File: src/rtl/uart_tx_feeder.sv
// Byte FIFO and pacing stage in front of a UART transmitter.
// Producers push bytes at full clock rate; the block launches them one at a
// time on the transmitter's DV/Byte/Done handshake, optionally inserts an
// idle gap after each done, and abandons a byte whose done never arrives.
//
// Ports:
//   CLK, RST_N        clock (rising edge) and asynchronous active-low reset
//   i_Wr_En/i_Wr_Byte push one byte per cycle
//   o_Full/o_Empty    FIFO holds DEPTH / 0 bytes (registered)
//   o_Level           current byte count (registered)
//   o_Overflow        sticky: push attempted while full
//   o_Tx_Err          sticky: done timeout occurred
//   i_Err_Clr         clears both sticky flags (a same-cycle set wins)
//   o_Tx_DV/o_Tx_Byte one-cycle launch strobe and byte to the transmitter
//   i_Tx_Done         one-cycle completion strobe from the transmitter
module uart_tx_feeder #(
    parameter int unsigned DEPTH         = 16,
    parameter int unsigned GAP_TICKS     = 0,
    parameter int unsigned TIMEOUT_TICKS = 2000000
) (
    input  logic                     CLK,
    input  logic                     RST_N,
    input  logic                     i_Wr_En,
    input  logic [7:0]               i_Wr_Byte,
    output logic                     o_Full,
    output logic                     o_Empty,
    output logic [$clog2(DEPTH):0]   o_Level,
    output logic                     o_Overflow,
    output logic                     o_Tx_Err,
    input  logic                     i_Err_Clr,
    output logic                     o_Tx_DV,
    output logic [7:0]               o_Tx_Byte,
    input  logic                     i_Tx_Done
);

    localparam int unsigned PTR_W = $clog2(DEPTH);
    localparam int unsigned LVL_W = PTR_W + 1;
    localparam int unsigned TMO_W = $clog2(TIMEOUT_TICKS + 1);
    localparam int unsigned GAP_W = (GAP_TICKS > 0) ? $clog2(GAP_TICKS + 1) : 1;

    typedef enum logic [1:0] {
        S_IDLE      = 2'd0,
        S_WAIT_DONE = 2'd1,
        S_GAP       = 2'd2
    } state_t;

    logic [7:0]       mem [DEPTH];
    logic [PTR_W-1:0] wr_ptr;
    logic [PTR_W-1:0] rd_ptr;
    logic [LVL_W-1:0] count;
    logic [LVL_W-1:0] count_nxt;
    logic             full;
    logic             push;
    logic             pop;
    state_t           state;
    logic [TMO_W-1:0] tmo_cnt;
    logic [GAP_W-1:0] gap_cnt;

    // Push/pop qualification and next occupancy.
    always_comb begin
        full      = (count == LVL_W'(DEPTH));
        push      = i_Wr_En && !full;
        pop       = (state == S_IDLE) && (count != '0);
        count_nxt = count;
        case ({push, pop})
            2'b10:   count_nxt = count + LVL_W'(1);
            2'b01:   count_nxt = count - LVL_W'(1);
            default: count_nxt = count;
        endcase
    end

    // Byte storage; contents need no reset since count guards every read.
    always_ff @(posedge CLK) begin
        if (push) begin
            mem[wr_ptr] <= i_Wr_Byte;
        end
    end

    // Pointers, occupancy views and the overflow flag.
    always_ff @(posedge CLK or negedge RST_N) begin
        if (!RST_N) begin
            wr_ptr     <= '0;
            rd_ptr     <= '0;
            count      <= '0;
            o_Level    <= '0;
            o_Full     <= 1'b0;
            o_Empty    <= 1'b1;
            o_Overflow <= 1'b0;
        end else begin
            if (push) begin
                wr_ptr <= wr_ptr + PTR_W'(1);
            end
            if (pop) begin
                rd_ptr <= rd_ptr + PTR_W'(1);
            end
            count   <= count_nxt;
            o_Level <= count_nxt;
            o_Full  <= (count_nxt == LVL_W'(DEPTH));
            o_Empty <= (count_nxt == '0);
            // A push at full is dropped even if a pop frees a slot this cycle.
            if (i_Wr_En && full) begin
                o_Overflow <= 1'b1;
            end else if (i_Err_Clr) begin
                o_Overflow <= 1'b0;
            end
        end
    end

    // Launch / wait-for-done / gap sequencer.
    always_ff @(posedge CLK or negedge RST_N) begin
        if (!RST_N) begin
            state     <= S_IDLE;
            tmo_cnt   <= '0;
            gap_cnt   <= '0;
            o_Tx_DV   <= 1'b0;
            o_Tx_Byte <= 8'h00;
            o_Tx_Err  <= 1'b0;
        end else begin
            o_Tx_DV <= 1'b0;
            // Clear first so a timeout in the same cycle overrides it.
            if (i_Err_Clr) begin
                o_Tx_Err <= 1'b0;
            end
            case (state)
                S_IDLE: begin
                    if (pop) begin
                        o_Tx_Byte <= mem[rd_ptr];
                        o_Tx_DV   <= 1'b1;
                        tmo_cnt   <= '0;
                        state     <= S_WAIT_DONE;
                    end
                end
                S_WAIT_DONE: begin
                    if (i_Tx_Done) begin
                        if (GAP_TICKS > 0) begin
                            gap_cnt <= GAP_W'(GAP_TICKS);
                            state   <= S_GAP;
                        end else begin
                            state <= S_IDLE;
                        end
                    end else if (tmo_cnt == TMO_W'(TIMEOUT_TICKS)) begin
                        // Byte is abandoned, not retried.
                        o_Tx_Err <= 1'b1;
                        state    <= S_IDLE;
                    end else begin
                        tmo_cnt <= tmo_cnt + TMO_W'(1);
                    end
                end
                S_GAP: begin
                    if (gap_cnt <= GAP_W'(1)) begin
                        state <= S_IDLE;
                    end else begin
                        gap_cnt <= gap_cnt - GAP_W'(1);
                    end
                end
                default: state <= S_IDLE;
            endcase
        end
    end

endmodule

File: config.mk
export PLATFORM = sky130hd
export DESIGN_NAME = uart_tx_feeder
export DESIGN_NICKNAME = d
export VERILOG_FILES = /design/src/rtl/uart_tx_feeder.sv
export SDC_FILE = /design/constraint.sdc
export NUM_CORES = 1
export LEC_CHECK = 0
export CORE_ASPECT_RATIO = 0.5
export CORE_MARGIN = 8
export CORE_UTILIZATION = 30
export CTS_CLUSTER_SIZE = 8
export DETAILED_ROUTE_END_ITERATION = 8
export MAX_ROUTING_LAYER = met4
export SETUP_SLACK_MARGIN = 0.05
export SYNTH_ARGS = -nofsm -noshare
export SYNTH_HDL_FRONTEND = slang
export SYNTH_SLANG_ARGS = --single-unit
File: constraint.sdc
create_clock -name CLK -period 3.5 [get_ports CLK]
set_input_delay 1.05 -clock CLK [delete_from_list [all_inputs] [get_ports CLK]]
set_output_delay 1.05 -clock CLK [all_outputs]
set_load 0.005 [all_outputs]
==> metrics, run 1 <==
Comb power frac 31.4%; reg-to-reg setup timing slack 0.55 ns; GPL Wtd Cong 0.7889; starting density of the core 30.76%; hold slack 0.4735 ns; sw frac 32.30%; final setup violation count 0; Area Growth Syn to Fin 18.41%; CTS tree yes; sequential group share of total power 42.3%; Async SR Flop Fraction 27.27%; reported max-cap violation count 0; syn nets 478; Arr. time, crit path 3.47 ns; FILL cells 2205; worst relative slew slack 39.82%; hold path depth 1; H-tree depth 4; post-CTS setup buffer count 0; Final Power 0.006786 W; overflow left after global routing 0; max frequency 322.6 MHz; final non-filler cell area 8803 sq um; Die Width 238.6 um; critical path class primary input to flip-flop; Post-DP HPWL 10.03 mm; Yosys top cell by area edfxtp_1; layout cells sized above 1 21.71%; minimum clock period 3.100 ns; leakage 3.160 nW; Avg Inst Size Synth 16.41 sq um; number of DRC markers in iteration 0 225; GR Util met3 2.597%; RSZ-0062 raised after global routing false; Slew Limit Fails 0; # IOs 31; status completed; register area share after synthesis 67.87%; Skew-Pair Late Insertion Delay 0.43 ns; WP data required 3.87 ns; largest net degree at the start of global routing 36; Routed WL 15.14 mm; CTS Buf Count 17; most frequent cell after synthesis edfxtp_1; Final ANT Viol Nets 0; row cnt 40; clock group share of total power 26.3%; r2r startpoint count[0]; post-place instance area 8249 sq um; Total Nets Final 537; Int Power 0.004594 W; post-DR vias/cell 4.771; DRC 0; GRT met1 Usage 12.68%; FF-to-FF End o_Empty; P_sw 0.002192 W; Finished Layout Cells 861; crit share post-route 88.56%; initial antenna violation count 0; DRT Pass-1 Iters 7; clk sinks 176; first-pass GRT wire length 24.25 mm; port bufs 30; Tightest Pin Transition 0.8901 ns; Hold Crit Start tmo_cnt[20]; Post-Syn Area 7435 sq um; Mapped Cells 453; ys flop type edfxtp_1; via count 4108; Die ar. 30380 sq um; Post-synth top cells edfxtp_1, dfrtp_1, mux4_2, nand2_1, mux2i_1; Longest Clk Path Bufs 2; worst hold path endpoint tmo_cnt[20]; most used routing layer met2; crit start category primary input; vias in the first global route 4223; kind of end point of the critical path flip-flop; Warnings, synthesis 0; Core Area 24170 sq um; Synth top area share 51.70%; Hold Buf Count CTS 0; Fin Clk Skew 0.01002 ns; post-synth cell types 62; FF+latch count, synth 176; P per Cell Area 770.8 nW/um^2; Reg2Reg Depth 10; Synth area leaders edfxtp_1, dfrtp_1, mux4_2; Reg clk slew, reported paths 0.07 ns; placed cells 829; clock root cell clkbuf_16; Die Ht 127.3 um; Post-synth EDFFs 128; final setup TNS 0 ns; VDD IR max 0.0003750 V; hold crit path type flip-flop to flip-flop; met2 usage 18.00%; drt wl/cell 17.58 um; Fin. Hold Viols 0; n_diodes 0; post-CTS sizing 0; crit path max fanout 4; GRT Total Usage 10.64%
worst max path at each step:
stage                         end  startpoint  depth (start not counted)  slack [ns]
after global placement    o_Empty     i_Wr_En                         10       -0.01
final                     o_Empty     i_Wr_En                         10        0.40
after global routing      o_Empty     i_Wr_En                         10        0.23
after floorplan           o_Empty     i_Wr_En                          9        0.34
after CTS                 o_Empty     i_Wr_En                         10        0.39
after detailed placement  o_Empty     i_Wr_En                         10       -0.05
cells by family (layout without fill, tap and decap cells):
family          after synthesis  count (layout)  share of synthesized area (%)
flops                       176             176                          67.87
mux                          52              52                          12.40
simple gates                 97              97                          7.203
fa+ha+maj                    12              12                          2.120
compound gates               68              68                          6.328
xor+xnor                     10              10                          1.178
buf+inv                      38             110                          2.894
cell usage in the layout (no fill, tap or decap), types with 3 or more instances in the layout:
cell type        instances
buf_4                   31
ha_1                    11
a21o_1                  11
a21oi_1                  9
inv_8                    3
o21ai_0                  7
nor2_1                  16
nand2_1                 24
xnor2_1                  9
edfxtp_1               128
nor3_1                   4
nand4_1                  6
mux4_2                  32
o22ai_1                  9
o31ai_1                  4
clkinvlp_4               3
clkbuf_16               17
and3_1                   5
a31oi_1                 11
nor4_1                   3
nand2b_1                 6
inv_1                   15
clkdlybuf4s50_1         29
nand3_1                 16
dfrtp_1                 46
mux2i_1                 19
clkinv_1                 3
inv_6                    3
layer usage:
layer,wire (um),vias to the layer above
met3,461,11
met5,0,-
met1,6764,2167
li1,-,1886
met4,168,0
met2,7745,44
state kept, by name (all words and copies together) (netlist names), 4 cells and up:
name	cells
mem	128
tmo_cnt	21
o_Tx_Byte	8
count	5
rd_ptr	4
wr_ptr	4
power by group through the flow:
stage                     combinational, W  clock (W)  sequential [W]
after detailed placement           0.00218          0         0.00292
final                              0.00213    0.00178         0.00287
after global routing               0.00234    0.00190         0.00292
after CTS                          0.00219    0.00182         0.00288
after floorplan                    0.00159          0         0.00275
after global placement             0.00214          0         0.00291
cell type report:
class | instances | area (sq um) | area share [%]
clock inverter | 15 | 128.9 | 1.464
clock buffer | 17 | 425.4 | 4.832
sequential | 176 | 5047 | 57.33
multi-input combinational | 239 | 2173 | 24.69
tap | 336 | 420.4 | 4.775
timing repair buffer | 62 | 548.0 | 6.225
inverter | 16 | 60.06 | 0.6822
stage by stage:
| step | setup WS, ns | util, % |
|---|---|---|
| 5_1_grt | 0.2263 | 36.42 |
| 3_3_place_gp | -0.01096 | 34.13 |
| 3_5_place_dp | -0.05345 | 34.13 |
| 2_1_floorplan | 0.3368 | - |
| 4_1_cts | 0.3882 | 36.42 |
| 6_report | 0.4005 | 36.42 |
worst max-delay path, cell delays in order:
cell	delay (ns)
clkdlybuf4s50_1	0.53
a21boi_1	0.22
inv_1	0.06
ha_1	0.26
fa_1	0.41
a21o_1	0.20
a21oi_1	0.17
mux2i_1	0.23
xnor2_1	0.17
and2_1	0.16
(Power assumes the default switching activity.)
==> run 2: changes to the inputs <==
--- a/config.mk
+++ b/config.mk
@@ -6,8 +6,9 @@
 export NUM_CORES = 1
 export LEC_CHECK = 0
 export CORE_ASPECT_RATIO = 0.5
-export CORE_MARGIN = 8
+export CORE_MARGIN = 2
 export CORE_UTILIZATION = 30
+export CTS_BUF_LIST = sky130_fd_sc_hd__clkbuf_4 sky130_fd_sc_hd__clkbuf_8
 export CTS_CLUSTER_SIZE = 8
 export DETAILED_ROUTE_END_ITERATION = 8
 export MAX_ROUTING_LAYER = met4
==> constraint.sdc (replaced) <==
create_clock -name CLK -period 3.9 [get_ports CLK]
set_input_delay 1.17 -clock CLK [delete_from_list [all_inputs] [get_ports CLK]]
set_output_delay 1.17 -clock CLK [all_outputs]
set_load 0.005 [all_outputs]
==> run 2 against run 1 <==
Net effect:
- register-to-register slack gained 0.20 ns
- hold slack better by 0.0047 ns
- critical path type unchanged
- critical endpoint unchanged
- final area shrank 2.3%
- die area shrank 14%
- global-route usage grew 1.9 points
- via count down 1.8%
==> metrics, run 2 (synthesis results as in run 1) <==
crit path max fanout 6 (+2); Top reg by flops mem; worst relative slew slack 39.63% (-0.19 points); reg-to-reg setup timing slack 0.75 ns (+0.20 ns); Crit path max-delay family adder cells; Longest Clk Path Bufs 2 (unchanged); VDD IR max 0.0002263 V (-40%); largest net degree at the start of global routing 40 (+11%); FF-to-FF End o_Empty; WP data required 4.30 ns (+0.43 ns); final non-filler cell area 8602 sq um (-2.3%); CTS Buf Count 17 (unchanged); overflow left after global routing 0 (unchanged); Post-Place Setup Slack 0.2728 ns (+0.3262 ns); Worst path max stage delay 0.48 ns (-0.05 ns); hold slack 0.4782 ns (+0.004709 ns); Area Growth Syn to Fin 15.70%; DRC 0 (unchanged); most common cell after layout, fill and taps aside edfxtp_1; placed cells 826 (-0.36%); DRT Pass-1 Iters 4 (-3); kind of end point of the critical path flip-flop; r2r startpoint count[0]; RSZ-0062 raised after global routing false; P per Cell Area 660.0 nW/um^2 (-14%); Critical path buffers and inverters 2 (unchanged); initial antenna violation count 0 (unchanged); last element of the critical path o_Empty; most frequent cells in the layout edfxtp_1, dfrtp_1, mux4_2, clkdlybuf4s50_1, buf_4; Worst Setup SP i_Wr_En; CTS tree yes; final setup TNS 0 ns (unchanged); Die ar. 26130 sq um (-14%); slowest CP cell clkdlybuf4s50_1; Fin Clk Skew 0.01693 ns (+0.006909 ns); Reg clk slew, reported paths 0.10 ns (+0.03 ns); starting density of the core 30.76% (unchanged); leakage 3.067 nW (-2.9%); Critical Path Stages 10 (unchanged); Core Area 24170 sq um (unchanged); GRT Total Usage 12.49% (+1.9 points); GPL Wtd Cong 0.8083 (+2.5%); final setup violation count 0 (unchanged); clock root cell clkbuf_8; # IOs 31 (unchanged); max reg flops 128 (unchanged); via count 4033 (-1.8%); Skew-Pair Late Insertion Delay 0.46 ns (+0.03 ns); post-CTS setup buffer count 0 (unchanged); row cnt 40 (unchanged); crit share post-route 81.98%; max frequency 312.8 MHz; Final ANT Viol Nets 0 (unchanged); first-pass GRT wire length 23.22 mm (-4.2%); Slew Limit Fails 0 (unchanged); post-place instance area 8215 sq um (-0.41%); port bufs 30 (unchanged); worst-path cell chain clkdlybuf4s50_1 -> a21boi_1 -> inv_1 -> ha_1 -> fa_1 -> a21o_1 -> a21oi_1 -> mux2i_1 -> xnor2_1 -> and2_1; status completed; H-tree depth 4 (unchanged); Die Width 226.6 um (-5.0%); vias in the first global route 4075 (-3.5%); Arr. time, crit path 3.60 ns (+0.13 ns); critical path class primary input to flip-flop; clk sinks 176 (unchanged); n_diodes 0 (unchanged); Finished Layout Cells 858 (-0.35%); Routed WL 14.82 mm (-2.1%); reported max-cap violation count 0 (unchanged); Reg2Reg Depth 11 (+1); Fin. Hold Viols 0 (unchanged); Total Nets Final 534 (-0.56%); Tightest Pin Transition 0.9056 ns (+0.01541 ns); layout cells sized above 1 21.26% (-0.45 points); Final WS setup 0.7027 ns (+0.3022 ns); Hold Buf Count CTS 0 (unchanged); crit start category primary input; hold crit path type flip-flop to flip-flop; Post-DP HPWL 9.548 mm (-4.8%); number of DRC markers in iteration 0 277 (+23%); drt wl/cell 17.27 um (-1.8%); Regs by FF count mem x128, tmo_cnt x21, o_Tx_Byte x8; post-DR vias/cell 4.700 (-1.5%); post-CTS sizing 0 (unchanged); Die Ht 115.3 um (-9.4%); minimum clock period 3.197 ns
[run 2: final cells by class]
type / instances / area (sq um)
inverters: 16 / 60.06
repair buffers: 59 / 513.0
multi-input cells: 239 / 2173
fillers: 2277 / 15570
well taps: 336 / 420.4
flip-flops and latches: 176 / 5049
clock buffers: 17 / 234.0
clock inverters: 15 / 152.6
[run 2: worst reg2reg max path, stage by stage, from the launching register on]
cell	delay (ns)
dfrtp_1	0.48
nor4_1	0.52
a21o_2	0.23
clkinv_1	0.05
buf_4	0.17
ha_1	0.27
fa_1	0.43
a21o_1	0.20
a21oi_1	0.18
mux2i_1	0.23
xnor2_1	0.18
and2_1	0.16
[run 2: worst min path at each step]
stage | endpoint | slack, ns | depth (start not counted) | startpoint
final | tmo_cnt[20] | 0.48 | 1 | tmo_cnt[20]
after floorplan | tmo_cnt[20] | 0.44 | 1 | tmo_cnt[20]
after global routing | o_Tx_Byte[4] | 0.50 | 1 | o_Tx_Byte[4]
after global placement | o_Tx_Byte[5] | 0.46 | 1 | o_Tx_Byte[5]
after CTS | tmo_cnt[20] | 0.48 | 1 | tmo_cnt[20]
after detailed placement | tmo_cnt[20] | 0.46 | 1 | tmo_cnt[20]
[run 2: metal layers]
metal,wire length (um),GRT usage [%],vias to the layer above,part of all wire [%]
met5,0,-,-,0
met4,103,3.684,0,0.70
met3,418,2.939,7,2.8
met2,7192,19.80,53,49
met1,7100,16.08,2095,48
li1,-,-,1878,-
[run 2: per-stage QoR]
| step | utilization (%) | total power (W) |
|---|---|---|
| 6_report | 35.58 | 0.005677 |
| 3_3_place_gp | 33.99 | 0.004489 |
| 2_1_floorplan | - | 0.003892 |
| 4_1_cts | 35.58 | 0.005753 |
| 3_5_place_dp | 33.99 | 0.004519 |
| 5_1_grt | 35.58 | 0.006020 |
[run 2: where the power goes]
part,leakage (nW),switching [W],total (W),internal (W)
clock network,0.190,0.000697,0.00122,0.000527
registers,1.77,0.000298,0.00260,0.00231
logic,1.10,0.000906,0.00185,0.000944
